### src/rtl/custom_subtractor45_3_seq.sv
// ---------------------------------------------------------------------------
// custom_subtractor45_3_seq
//
// Digit-serial subtractor computing Diff = A - zero_extend(B) as an
// (A_WIDTH+1)-bit two's-complement value. It undoes the 45-bit + 42-bit
// custom adder in the multiply/accumulate datapath. DIGIT bits are handled
// per clock, least-significant digit first, with the borrow carried from one
// digit to the next in a register.
//
// Ports
//   clk        rising-edge clock
//   rst        synchronous, active-high reset
//   in_valid   operand pair A/B is valid
//   in_ready   block is idle and will accept an operand pair this cycle
//   A          minuend, unsigned, A_WIDTH bits
//   B          subtrahend, unsigned, B_WIDTH bits (zero-extended to A_WIDTH)
//   out_valid  Diff/Borrow hold a finished result
//   out_ready  consumer takes the result on this edge
//   Diff       two's-complement A - B; bit A_WIDTH is the sign
//   Borrow     1 iff A < B (same as Diff[A_WIDTH])
//
// One operation is in flight at a time: IDLE accepts, BUSY runs NUM_DIGITS
// digit steps, DONE holds the result until out_ready. A result appears
// NUM_DIGITS edges after acceptance; peak rate is one per NUM_DIGITS+2 cycles.
// ---------------------------------------------------------------------------
module custom_subtractor45_3_seq #(
    parameter int A_WIDTH = 45,
    parameter int B_WIDTH = 42,
    parameter int DIGIT   = 9
) (
    input  logic               clk,
    input  logic               rst,
    input  logic               in_valid,
    output logic               in_ready,
    input  logic [A_WIDTH-1:0] A,
    input  logic [B_WIDTH-1:0] B,
    output logic               out_valid,
    input  logic               out_ready,
    output logic [A_WIDTH:0]   Diff,
    output logic               Borrow
);

    localparam int NUM_DIGITS = A_WIDTH / DIGIT;
    localparam int CNT_W      = (NUM_DIGITS > 1) ? $clog2(NUM_DIGITS) : 1;

    // Parameter sanity: a partial last digit or a subtrahend wider than the
    // minuend would silently corrupt the result, so refuse to elaborate.
    if ((A_WIDTH % DIGIT) != 0) begin : g_bad_digit
        $error("custom_subtractor45_3_seq: A_WIDTH must be a multiple of DIGIT");
    end
    if (B_WIDTH > A_WIDTH) begin : g_bad_bwidth
        $error("custom_subtractor45_3_seq: B_WIDTH must not exceed A_WIDTH");
    end

    typedef enum logic [1:0] {
        IDLE = 2'd0,
        BUSY = 2'd1,
        DONE = 2'd2
    } state_t;

    state_t             state;
    logic [CNT_W-1:0]   digit_cnt;
    logic               borrow_q;
    logic [A_WIDTH-1:0] a_sr;
    logic [A_WIDTH-1:0] b_sr;
    logic [A_WIDTH-1:0] res_sr;

    logic [DIGIT:0]     sub_res;
    logic [DIGIT-1:0]   digit_d;
    logic               digit_bout;
    logic [A_WIDTH-1:0] res_next;

    // One digit of subtraction with borrow-in. Evaluated on DIGIT+1 bits so
    // the top bit of the wrapped result is exactly the borrow-out: the true
    // difference lies in [-2^DIGIT, 2^DIGIT - 1].
    function automatic logic [DIGIT:0] digit_sub(
        input logic [DIGIT-1:0] a_dig,
        input logic [DIGIT-1:0] b_dig,
        input logic             b_in
    );
        digit_sub = {1'b0, a_dig} - {1'b0, b_dig} - {{DIGIT{1'b0}}, b_in};
    endfunction

    // Ready is decoded from the state register and masked by reset so the
    // upstream stage never sees a handshake that reset is about to discard.
    assign in_ready = (state == IDLE) && !rst;

    // ---- digit step: low digits of the operand registers -> difference ----
    always_comb begin
        sub_res    = digit_sub(a_sr[DIGIT-1:0], b_sr[DIGIT-1:0], borrow_q);
        digit_d    = sub_res[DIGIT-1:0];
        digit_bout = sub_res[DIGIT];
        // New digit enters at the top; after NUM_DIGITS steps the first
        // (least-significant) digit has walked down to bit 0.
        res_next   = (res_sr >> DIGIT) | (A_WIDTH'(digit_d) << (A_WIDTH - DIGIT));
    end

    // ---- registered state: control FSM, shift registers, result ----
    always_ff @(posedge clk) begin
        if (rst) begin
            state     <= IDLE;
            digit_cnt <= '0;
            borrow_q  <= 1'b0;
            a_sr      <= '0;
            b_sr      <= '0;
            res_sr    <= '0;
            out_valid <= 1'b0;
            Diff      <= '0;
            Borrow    <= 1'b0;
        end else begin
            case (state)
                IDLE: begin
                    if (in_valid && in_ready) begin
                        // Operands are captured here only; later changes on
                        // A/B cannot reach the computation.
                        a_sr      <= A;
                        b_sr      <= A_WIDTH'(B);
                        res_sr    <= '0;
                        borrow_q  <= 1'b0;
                        digit_cnt <= '0;
                        state     <= BUSY;
                    end
                end

                BUSY: begin
                    a_sr      <= a_sr >> DIGIT;
                    b_sr      <= b_sr >> DIGIT;
                    res_sr    <= res_next;
                    borrow_q  <= digit_bout;
                    digit_cnt <= digit_cnt + 1'b1;
                    if (digit_cnt == CNT_W'(NUM_DIGITS - 1)) begin
                        // Final borrow out of the top digit is the sign of
                        // the exact (A_WIDTH+1)-bit difference.
                        state     <= DONE;
                        out_valid <= 1'b1;
                        Diff      <= {digit_bout, res_next};
                        Borrow    <= digit_bout;
                    end
                end

                DONE: begin
                    // Result held indefinitely until the consumer takes it;
                    // Diff/Borrow are left as-is afterwards.
                    if (out_ready) begin
                        out_valid <= 1'b0;
                        state     <= IDLE;
                    end
                end

                default: begin
                    state     <= IDLE;
                    out_valid <= 1'b0;
                end
            endcase
        end
    end

endmodule

### config.mk
export PLATFORM = sky130hd
export DESIGN_NAME = custom_subtractor45_3_seq
export DESIGN_NICKNAME = d
export VERILOG_FILES = /design/src/rtl/custom_subtractor45_3_seq.sv
export SDC_FILE = /design/constraint.sdc
export NUM_CORES = 1
export LEC_CHECK = 0
export ABC_AREA = 1
export CELL_PAD_IN_SITES_DETAIL_PLACEMENT = 1
export CELL_PAD_IN_SITES_GLOBAL_PLACEMENT = 1
export CORE_UTILIZATION = 38
export CTS_CLUSTER_DIAMETER = 30
export DETAILED_ROUTE_END_ITERATION = 10
export GPL_TIMING_DRIVEN = 1
export MAX_ROUTING_LAYER = met4
export PLACE_DENSITY_LB_ADDON = 0.3
export SYNTH_ARGS = -nofsm -noshare
export SYNTH_HDL_FRONTEND = slang
export SYNTH_SLANG_ARGS = --single-unit
### constraint.sdc
create_clock -name clk -period 2.4 [get_ports clk]
set_input_delay 0.72 -clock clk [delete_from_list [all_inputs] [get_ports clk]]
set_output_delay 0.72 -clock clk [all_outputs]
set_load 0.02 [all_outputs]
==> results.sh <==
export IMPL_drv_cap=0
export IMPL_critPathArrivalTime_ns=1.60
export IMPL_drt_wirelength_per_cell_um=14.5
export IMPL_grt_setup_unrepaired="false"
export IMPL_critPathLaunchType="flop"
export IMPL_min_delay_path_depth=2
export IMPL_fmax_mhz=431
export IMPL_pwr_share_clk_pct=37.0
export IMPL_dr_pass1_iters=4
export IMPL_critPathTopFamily="buffers and inverters"
export IMPL_grt_pass1_wl_um=33900
export IMPL_initial_utilization_pct=38.8
export IMPL_p_sw_share_pct=29.0
export IMPL_syn_nets=1109
export IMPL_netlist_area_um2=7520
export IMPL_grt_pass1_vias=7138
export IMPL_vias=6768
export IMPL_hold_viol=0
export IMPL_path_cells="clkdlybuf4s50_1"
export IMPL_cts_resized=1
export IMPL_final_antenna_net_count=0
export IMPL_crit_buf_inv=1
export IMPL_clock_skew_ns=0.0102
export IMPL_clk_latency_ns=0.43
export IMPL_port_buffers=139
export IMPL_post_cts_buffers=0
export IMPL_die_h_um=143
export IMPL_peakVddDrop_mv=0.505
export IMPL_p_int_uw=5040
export IMPL_nets=1217
export IMPL_cts_tree="built"
export IMPL_pwr_density_cell_nw_per_um2=735
export IMPL_yosysSeqAreaShare_pct=46.9
export IMPL_gp_congestion=0.777
export IMPL_tns_ns=0
export IMPL_crit_fanout=3
export IMPL_cpPeakStageDelay_ns=0.67
export IMPL_dpl_hpwl_um=13600
export IMPL_die_area_um2=20400
export IMPL_p_comb_share_pct=18.1
export IMPL_num_rows=51
export IMPL_gr_total_overflow=0
export IMPL_finalSetupViolations=0
export IMPL_cp_startpoint="Diff[45]"
export IMPL_totalWireLength_um=20000
export IMPL_yosys_warnings=0
export IMPL_area_delta_synth_final_pct=28.4
export IMPL_path_class="reg2out"
export IMPL_cts_root_buffer="clkbuf_16"
export IMPL_r2r_end="res_sr[41]"
export IMPL_drv_slew=0
export IMPL_synth_seq_cells=176
export IMPL_grt_max_degree=160
export IMPL_clk_pin_slew_worst_paths_ns=0.06
export IMPL_post_route_drc_count=0
export IMPL_clock_sinks=176
export IMPL_p_leak_uw=0.00372
export IMPL_reg2reg_slack_ns=0.15
export IMPL_ios=140
export IMPL_avgSynthCellArea_um2=7.53
export IMPL_slowest_stage="clkdlybuf4s50_1"
export IMPL_slew_headroom_pct=49.4
export IMPL_tightest_slew_ns=0.760
export IMPL_drive_above_1_share_pct=6.17
export IMPL_fin_crit_ns=2.32
export IMPL_ctsHtreeMaxLevel=4
export IMPL_drt_initial_drc_count=306
export IMPL_cts_buffer_depth=2
export IMPL_dp_cells=1352
export IMPL_power_switching_uw=2060
export IMPL_r2r_start="borrow_q"
export IMPL_outcome="complete, no violations"
export IMPL_reg2reg_depth=10
export IMPL_worstHoldStart="b_sr[37]"
export IMPL_required_ns=1.68
export IMPL_finalCritPeriodShare_pct=96.6
export IMPL_endpoint_kind="output port"
export IMPL_cts_made_buffers=17
export IMPL_synthCells=998
export IMPL_grt_usage_pct=21.8
export IMPL_seqPwrFrac_pct=44.9
export IMPL_drt_vias_per_instance=4.89
export IMPL_die_w_um=143
export IMPL_holdPathEnd="b_sr[37]"
export IMPL_core_area_um2=19400
export IMPL_yosysUniqueCellTypes=29
export IMPL_hp_class="reg2reg"
export IMPL_cts_hold_buf=0
export IMPL_final_cell_count_no_fill=1385
export IMPL_antenna_found_initial=2
==> routing by layer <==
metal	wire length, um	track usage [%]	vias to the layer above
met1	9110	24.8	3165
li1	-	-	3459
met3	765	5.10	29
met2	9790	38.0	115
met5	0	-	-
met4	351	6.62	0
==> sequential cells by signal, indices dropped and copies added (netlist names) <==
signal / cells
Diff: 46
a_sr: 45
b_sr: 42
borrow_q: 1
digit_cnt: 3
out_valid: 1
res_sr: 36
state: 2
==> worst max path at each step <==
stage / endpoint / slack (ns) / cells past startpoint
floorplan: a_sr[10] / 0.43 / 7
global placement: in_ready / 0.09 / 3
detailed placement: in_ready / 0.08 / 3
CTS: Diff[45] / 0.07 / 1
global route: res_sr[41] / 0.03 / 10
finish: Diff[45] / 0.08 / 1
==> per-stage QoR <==
stage / total power [uW] / util (%) / instance area (um2) / worst slack [ns] / hold WS [ns]
6_report: 7100 / 49.8 / 9660 / 0.0807 / 0.447
4_1_cts: 7170 / 49.8 / 9650 / 0.0687 / 0.450
3_5_place_dp: 4530 / 47.0 / 9110 / 0.0772 / 0.440
3_3_place_gp: 4490 / 47.0 / 9110 / 0.0946 / 0.434
2_1_floorplan: 4090 / - / 7520 / 0.434 / 0.424
5_1_grt: 7460 / 49.8 / 9660 / 0.0266 / 0.476
==> synth_stat cells <==
library cell	n	area, um2
nand2_1	301	1130
dfxtp_1	176	3520
nor2_1	111	417
a21oi_1	91	455
inv_1	77	289
o21ai_0	49	245
a311oi_1	44	385
buf_2	32	160
clkbuf_1	31	116
a211oi_1	18	135
ha_1	18	225
nand3_1	11	55.1
a211oi_2	10	125
xor2_1	4	35.0
inv_2	3	11.3
nand3b_1	3	22.5
buf_1	2	7.51
buf_4	2	15.0
buf_6	2	22.5
fa_1	2	40.0
nand2_4	2	22.5
or2_2	2	12.5
a21o_1	1	7.51
nand3_2	1	10.0
nand4_1	1	6.26
nor2_4	1	11.3
nor3_4	1	16.3
o21bai_1	1	7.51
xnor2_1	1	8.76
==> cell type report <==
class,count,area [um2]
Antenna cell,2,5.00
Clock buffer,19,433
Clock inverter,12,110
Fill cell,2413,9740
Inverter,80,300
Multi-Input combinational cell,673,3370
Sequential cell,176,3520
Tap cell,265,332
Timing Repair Buffer,158,1580
==> cell usage in the layout, fill, tap and decap left out, drive strengths merged <==
cell           count
xor2               4
o21ai             49
a211oi            28
o21bai             1
clkinvlp           4
xnor2              1
or2                2
nand2            303
inv               84
clkdlybuf4s50    137
clkinv             3
clkbuf            19
a21oi             91
nor3               1
ha                18
buf               20
nand3b             3
nand3             12
a311oi            44
fa                 2
bufinv             1
diode              2
nor2             112
dlygate4sd2        1
dfxtp            176
a21o               1
nand4              1
==> cells by family (layout without fill, tap and decap cells) <==
family                     after synthesis  count (layout)  share of synthesized area, %
xor gates and xnor gates                 5               5                         0.582
and+or+nand+nor                        434             434                          22.6
adders and majority gates               20              20                          3.53
AOI/OAI and AO/OA                      214             214                          18.1
buffers and inverters                  149             269                          8.27
DFF                                    176             176                          46.9
other                                    0               2                             0
==> power groups by stage <==
stage | logic, uW | registers, uW | clock network [uW]
floorplan | 873 | 3220 | 0
global placement | 1240 | 3250 | 0
detailed placement | 1280 | 3250 | 0
CTS | 1300 | 3190 | 2680
global route | 1460 | 3200 | 2790
finish | 1290 | 3180 | 2630
(Power assumes the default switching activity.)
==> edit 1, RTL diff (same settings) <==
`A_WIDTH`: 45 -> 90. Comments in the files are not updated.
--- a/src/rtl/custom_subtractor45_3_seq.sv
+++ b/src/rtl/custom_subtractor45_3_seq.sv
@@ -24,7 +24,7 @@
 // NUM_DIGITS edges after acceptance; peak rate is one per NUM_DIGITS+2 cycles.
 // ---------------------------------------------------------------------------
 module custom_subtractor45_3_seq #(
-    parameter int A_WIDTH = 45,
+    parameter int A_WIDTH = 90,
     parameter int B_WIDTH = 42,
     parameter int DIGIT   = 9
 ) (
Interface: changed (resized A and Diff); port bits go from 140 to 230. The function was not compared with the original's and may differ.
==> edit 1 against the original RTL <==
- synthesized area up 66%
- sequential cell count grew 136
- critical path depth is the same
- sequential power grew 79%
- cell area rose by 82%
- count of clock-buffer cells in the layout is 85 higher
- power grew to 2.5 times the old value
- setup slack got worse by 0.0055 ns
- wire length rose by 92%
- sequential share of layout area fell by 0.97 points
- critical path type unchanged
- critical endpoint is now Diff[84]
- largest power group is now the clock network
==> edit 1: results (changes against the original RTL) <==
synthesis:
  ys_types: 32  # +10%
  ys_top_cells_by_count: "nand2_1 (387), dfxtp_1 (312), o21ai_0 (231)"
  ys_top_cells_by_area: "dfxtp_1 (50%), nand2_1 (12%), o21ai_0 (9.3%), nor2_1 (6.0%), a21oi_1 (5.8%)"
  synth-seq-area-share: 0.5017  # +0.03308
timing:
  slew_headroom: 0.4413  # -0.05241
  setup_ws_ns: 0.07521  # -0.005453 ns
  fin_skew_ns: 0.02770  # +0.01754 ns
placement:
  io_buffer_count: 229  # +65%
  pre_cts_ws_ns: 0.06905  # -0.008130 ns
  placed_cell_area_um2: 15030  # +65%
drt:
  viasPerCell: 5.062  # +3.6%
  drtPass1Iterations: 5  # +1
  drt_iter0_drc: 728  # +140%
  routed_wl_um: 38430  # +92%
cells_and_area:
  antenna_cells: 0  # -2
  drive_above_1_share: 0.07808  # +0.01637
  fillers: 3776  # +56%
  reg_top3: "Diff x91, a_sr x90, res_sr x81"
  design_area_um2: 17580  # +82%
global_route:
  antenna_found_initial: 0  # -2
  grt_pass1_vias: 12440  # +74%
  grt_max_degree: 157  # -1.9%
  use_met1: 0.2875  # +0.03967
status:
  status: "finished clean"
clock_network:
  h-tree-depth: 3  # -1
  clockBufferDepth: 3  # +1
  clock_latency_ns: 0.56  # +0.13 ns
worst_setup_path:
  max_stage_delay_ns: 0.69  # +0.02 ns
## edit 1: power breakdown
part | internal (mW) | switching (mW) | leakage (nW)
Combinational | 0.788 | 1.29 | 3.01
Sequential | 5.52 | 0.163 | 2.54
Clock | 7.18 | 2.98 | 1.24
Total | 13.5 | 4.44 | 6.80
## edit 1: worst paths after layout
path | from | to | cells past startpoint
worst max-delay path | Diff[84] | Diff[84] | 1
worst min-delay path | b_sr[41] | b_sr[41] | 2
worst max register to register | borrow_q | res_sr[85] | 8
worst min register to register | b_sr[41] | b_sr[41] | 2
## edit 1: layer usage
| metal | routed length [um] | part of all wire |
|---|---|---|
| met3 | 1650 | 0.043 |
| met2 | 18920 | 0.49 |
| met4 | 993 | 0.026 |
| met5 | 0 | 0 |
| met1 | 16870 | 0.44 |
## edit 1: final cells by class
| type | instances | share of cell area |
|---|---|---|
| Sequential cell | 312 | 0.3552 |
| Multi-Input combinational cell | 1122 | 0.2958 |
| Timing Repair Buffer | 254 | 0.1494 |
| Clock buffer | 104 | 0.1208 |
| Tap cell | 435 | 0.03095 |
| Clock inverter | 23 | 0.02476 |
| Inverter | 106 | 0.02313 |
## edit 1: what timing repair did
item / 4_1_cts / 5_1_grt
endpoints found under the setup margin: 1 / 0
gates resized for setup: 1 / 0
hold endpoints to repair: 0 / 0
hold buffers: 0 / 0
## edit 1: logic make-up (layout without fill, tap and decap cells)
family / after synthesis / count (layout) / synth area share
DFF: 312 / 312 / 0.5017
adders and majority gates: 20 / 20 / 0.02131
xor gates and xnor gates: 4 / 4 / 0.002815
AOI/OAI and AO/OA: 487 / 487 / 0.2043
and+or+nand+nor: 611 / 611 / 0.1885
buffers and inverters: 231 / 487 / 0.08131
==> edit 2, RTL diff (same settings) <==
Made on the original files. The 3 states of `state_t` get a one-hot encoding in 3 bits.
--- a/src/rtl/custom_subtractor45_3_seq.sv
+++ b/src/rtl/custom_subtractor45_3_seq.sv
@@ -52,10 +52,10 @@
         $error("custom_subtractor45_3_seq: B_WIDTH must not exceed A_WIDTH");
     end
 
-    typedef enum logic [1:0] {
-        IDLE = 2'd0,
-        BUSY = 2'd1,
-        DONE = 2'd2
+    typedef enum logic [2:0] {
+        IDLE = 3'b001,
+        BUSY = 3'b010,
+        DONE = 3'b100
     } state_t;
 
     state_t             state;
Check against the original RTL: no difference found for any inputs over 10 cycles, from zero or initial values and one cycle with rst high; not proved beyond that.
==> edit 2 against the original RTL <==
- sequential share of layout area down 0.29 points
- wire length grew 4.7%
- setup slack improved by 0.10 ns
- critical path depth up 8
- power is essentially flat
- synthesized area is 0.50% higher
- combinational power is 18% lower
- cell area is 1.4% higher
- synthesized cell count up 0.70%
- largest cell class unchanged
- sequential cell count increased by 1
- die area rose by 0.49%
- count of clock-buffer cells in the layout shrank 2
- sequential power down 2%
==> edit 2: results (changes against the original RTL) <==
status:
  status: "finished clean"
timing:
  fin_skew_ns: 0.009807  # -0.0003525 ns
  worst_pin_slew_ns: 0.6902  # -0.06927 ns
global_route:
  grt_max_degree: 72  # -55%
  grt_pass1_wl_um: 34480  # +1.8%
  antenna_found_initial: 0  # -2
  grt_usage: 0.2221  # +0.003760
clock_network:
  cts.clk_slew.worst_paths_ns: 0.07
  clock_latency_ns: 0.43  # about the same
  cts_inserted_buffers: 17  # unchanged
  clockBufferDepth: 2  # unchanged
  h-tree-depth: 4  # unchanged
  cts_root_buf: "clkbuf_16"
placement:
  hpwl_um: 14330  # +5.6%
  io_buffer_count: 139  # unchanged
  pre_cts_ws_ns: 0.1267  # +0.04955 ns
  placed_cell_area_um2: 9168  # +0.63%
  routabilityCongestion: 0.8205  # +5.6%
drt:
  viasPerCell: 4.921  # +0.71%
  routed_wl_um: 20950  # +4.7%
  drtPass1Iterations: 4  # unchanged
  drt_iter0_drc: 440  # +44%
  drc: 0  # unchanged
synthesis:
  synth_xor_xnor_area_share: 0.005796  # -0.00002893
  synth_compound_area_frac: 0.2176  # +0.03652
  synth_adder_area_share: 0.03511  # -0.0001753
  ys_top_cells_by_area: "dfxtp_1 (47%), nand2_1 (13%), o21ai_0 (8.9%), a21oi_1 (7.6%), inv_1 (4.4%)"
  yosysWarnings: 0  # unchanged
  ys_top_cells_by_count: "nand2_1 (263), dfxtp_1 (177), o21ai_0 (134)"
  synth_fp_nets: 1116  # +0.63%
  muxShareOfSynthArea: 0  # unchanged
  synth_ff_type: "dfxtp_1"
  synth-seq-area-share: 0.4690  # about the same
  synth-async-reset-ratio: 0  # unchanged
  ys_types: 36  # +24%
worst_setup_path:
  critical_path_arrival_ns: 2.58  # +0.98 ns
  reg2regPathDepth: 9  # -1
  cp_max_fo: 3  # unchanged
power_and_ir_drop:
  ir_drop_v: 0.0004579  # -9.3%
  leakagePower_nw: 3.854  # +3.6%
cells_and_area:
  nNetsFinal: 1230  # +1.1%
  drive_above_1_share: 0.08127  # +0.01955
  reg_top3: "Diff x46, a_sr x45, b_sr x42"
  antenna_cells: 0  # -2
min_path:
  min_path_cells: 2  # unchanged
  min_path_type: "flip-flop to flip-flop"
edit 2: changes by cell type in the layout (fill, tap and decap cells not counted), moves of 10 or more:
cell / before / now
o21ai_0: 49 / 133
a211oi_1: 18 / 1
a211oi_2: 10 / 0
inv_1: 77 / 89
a311oi_1: 44 / 0
nor2_1: 111 / 34
a21oi_1: 91 / 114
nand2_2: 0 / 10
nand2_1: 301 / 263
a31oi_1: 0 / 35
a21oi_2: 0 / 10
edit 2: path summary, 6_finish.rpt:
| path | slack, ns | to | startpoint |
|---|---|---|---|
| max | 0.18 | res_sr[40] | borrow_q |
| min | 0.44 | b_sr[40] | b_sr[40] |
| max reg2reg | 0.18 | res_sr[40] | borrow_q |
| min reg2reg | 0.44 | b_sr[40] | b_sr[40] |
edit 2: kinds of logic (layout without fill, tap and decap cells):
kind of cell | after synthesis | in the layout
fa+ha+maj | 20 | 20
xor+xnor | 5 | 5
compound gates | 307 | 307
flops | 177 | 177
simple gates | 332 | 332
buf+inv | 164 | 291
edit 2: worst max-delay path, stage by stage (launching register included):
cell and delay, ns:
dfxtp_1 0.33, inv_1 0.06, fa_1 0.47, fa_1 0.44, o21ai_1 0.16, nand2_1 0.14
buf_4 0.17, xor2_1 0.18, nand2_1 0.08, a21oi_1 0.13
edit 2: per-stage QoR:
step	power [mW]	instances
floorplan	3.848	1005
finish	7.097	1397
CTS	7.139	1396
global route	7.418	1397
global placement	4.206	1364
detailed placement	4.241	1364
edit 2: routing by layer:
| metal | GRT usage | wire (um) | share of wire |
|---|---|---|---|
| met4 | 0.07527 | 450 | 0.021 |
| met5 | - | 0 | 0 |
| met2 | 0.3694 | 10290 | 0.49 |
| met3 | 0.04393 | 691 | 0.033 |
| met1 | 0.2675 | 9519 | 0.45 |
edit 2: layout make-up:
type,count,area [um2]
sequential,177,3543
inverter,96,362.8
timing repair buffer,163,1628
tap,265,331.6
multi-input combinational,664,3308
clock inverter,15,188.9
fill,2417,9674
clock buffer,17,425.4
edit 2: power breakdown:
| part | switching (mW) | total (mW) | internal [mW] |
|---|---|---|---|
| Clock | 1.31 | 2.90 | 1.59 |
| Sequential | 0.0620 | 3.13 | 3.07 |
| Combinational | 0.617 | 1.06 | 0.444 |
edit 2: repair_timing:
item,CTS,global route
hold buffers,0,0
pin swaps,0,1
setup endpoints to repair,1,3
gates resized for setup,1,1
cloned,0,0
hold endpoints to repair,0,0
buffers inserted,0,1
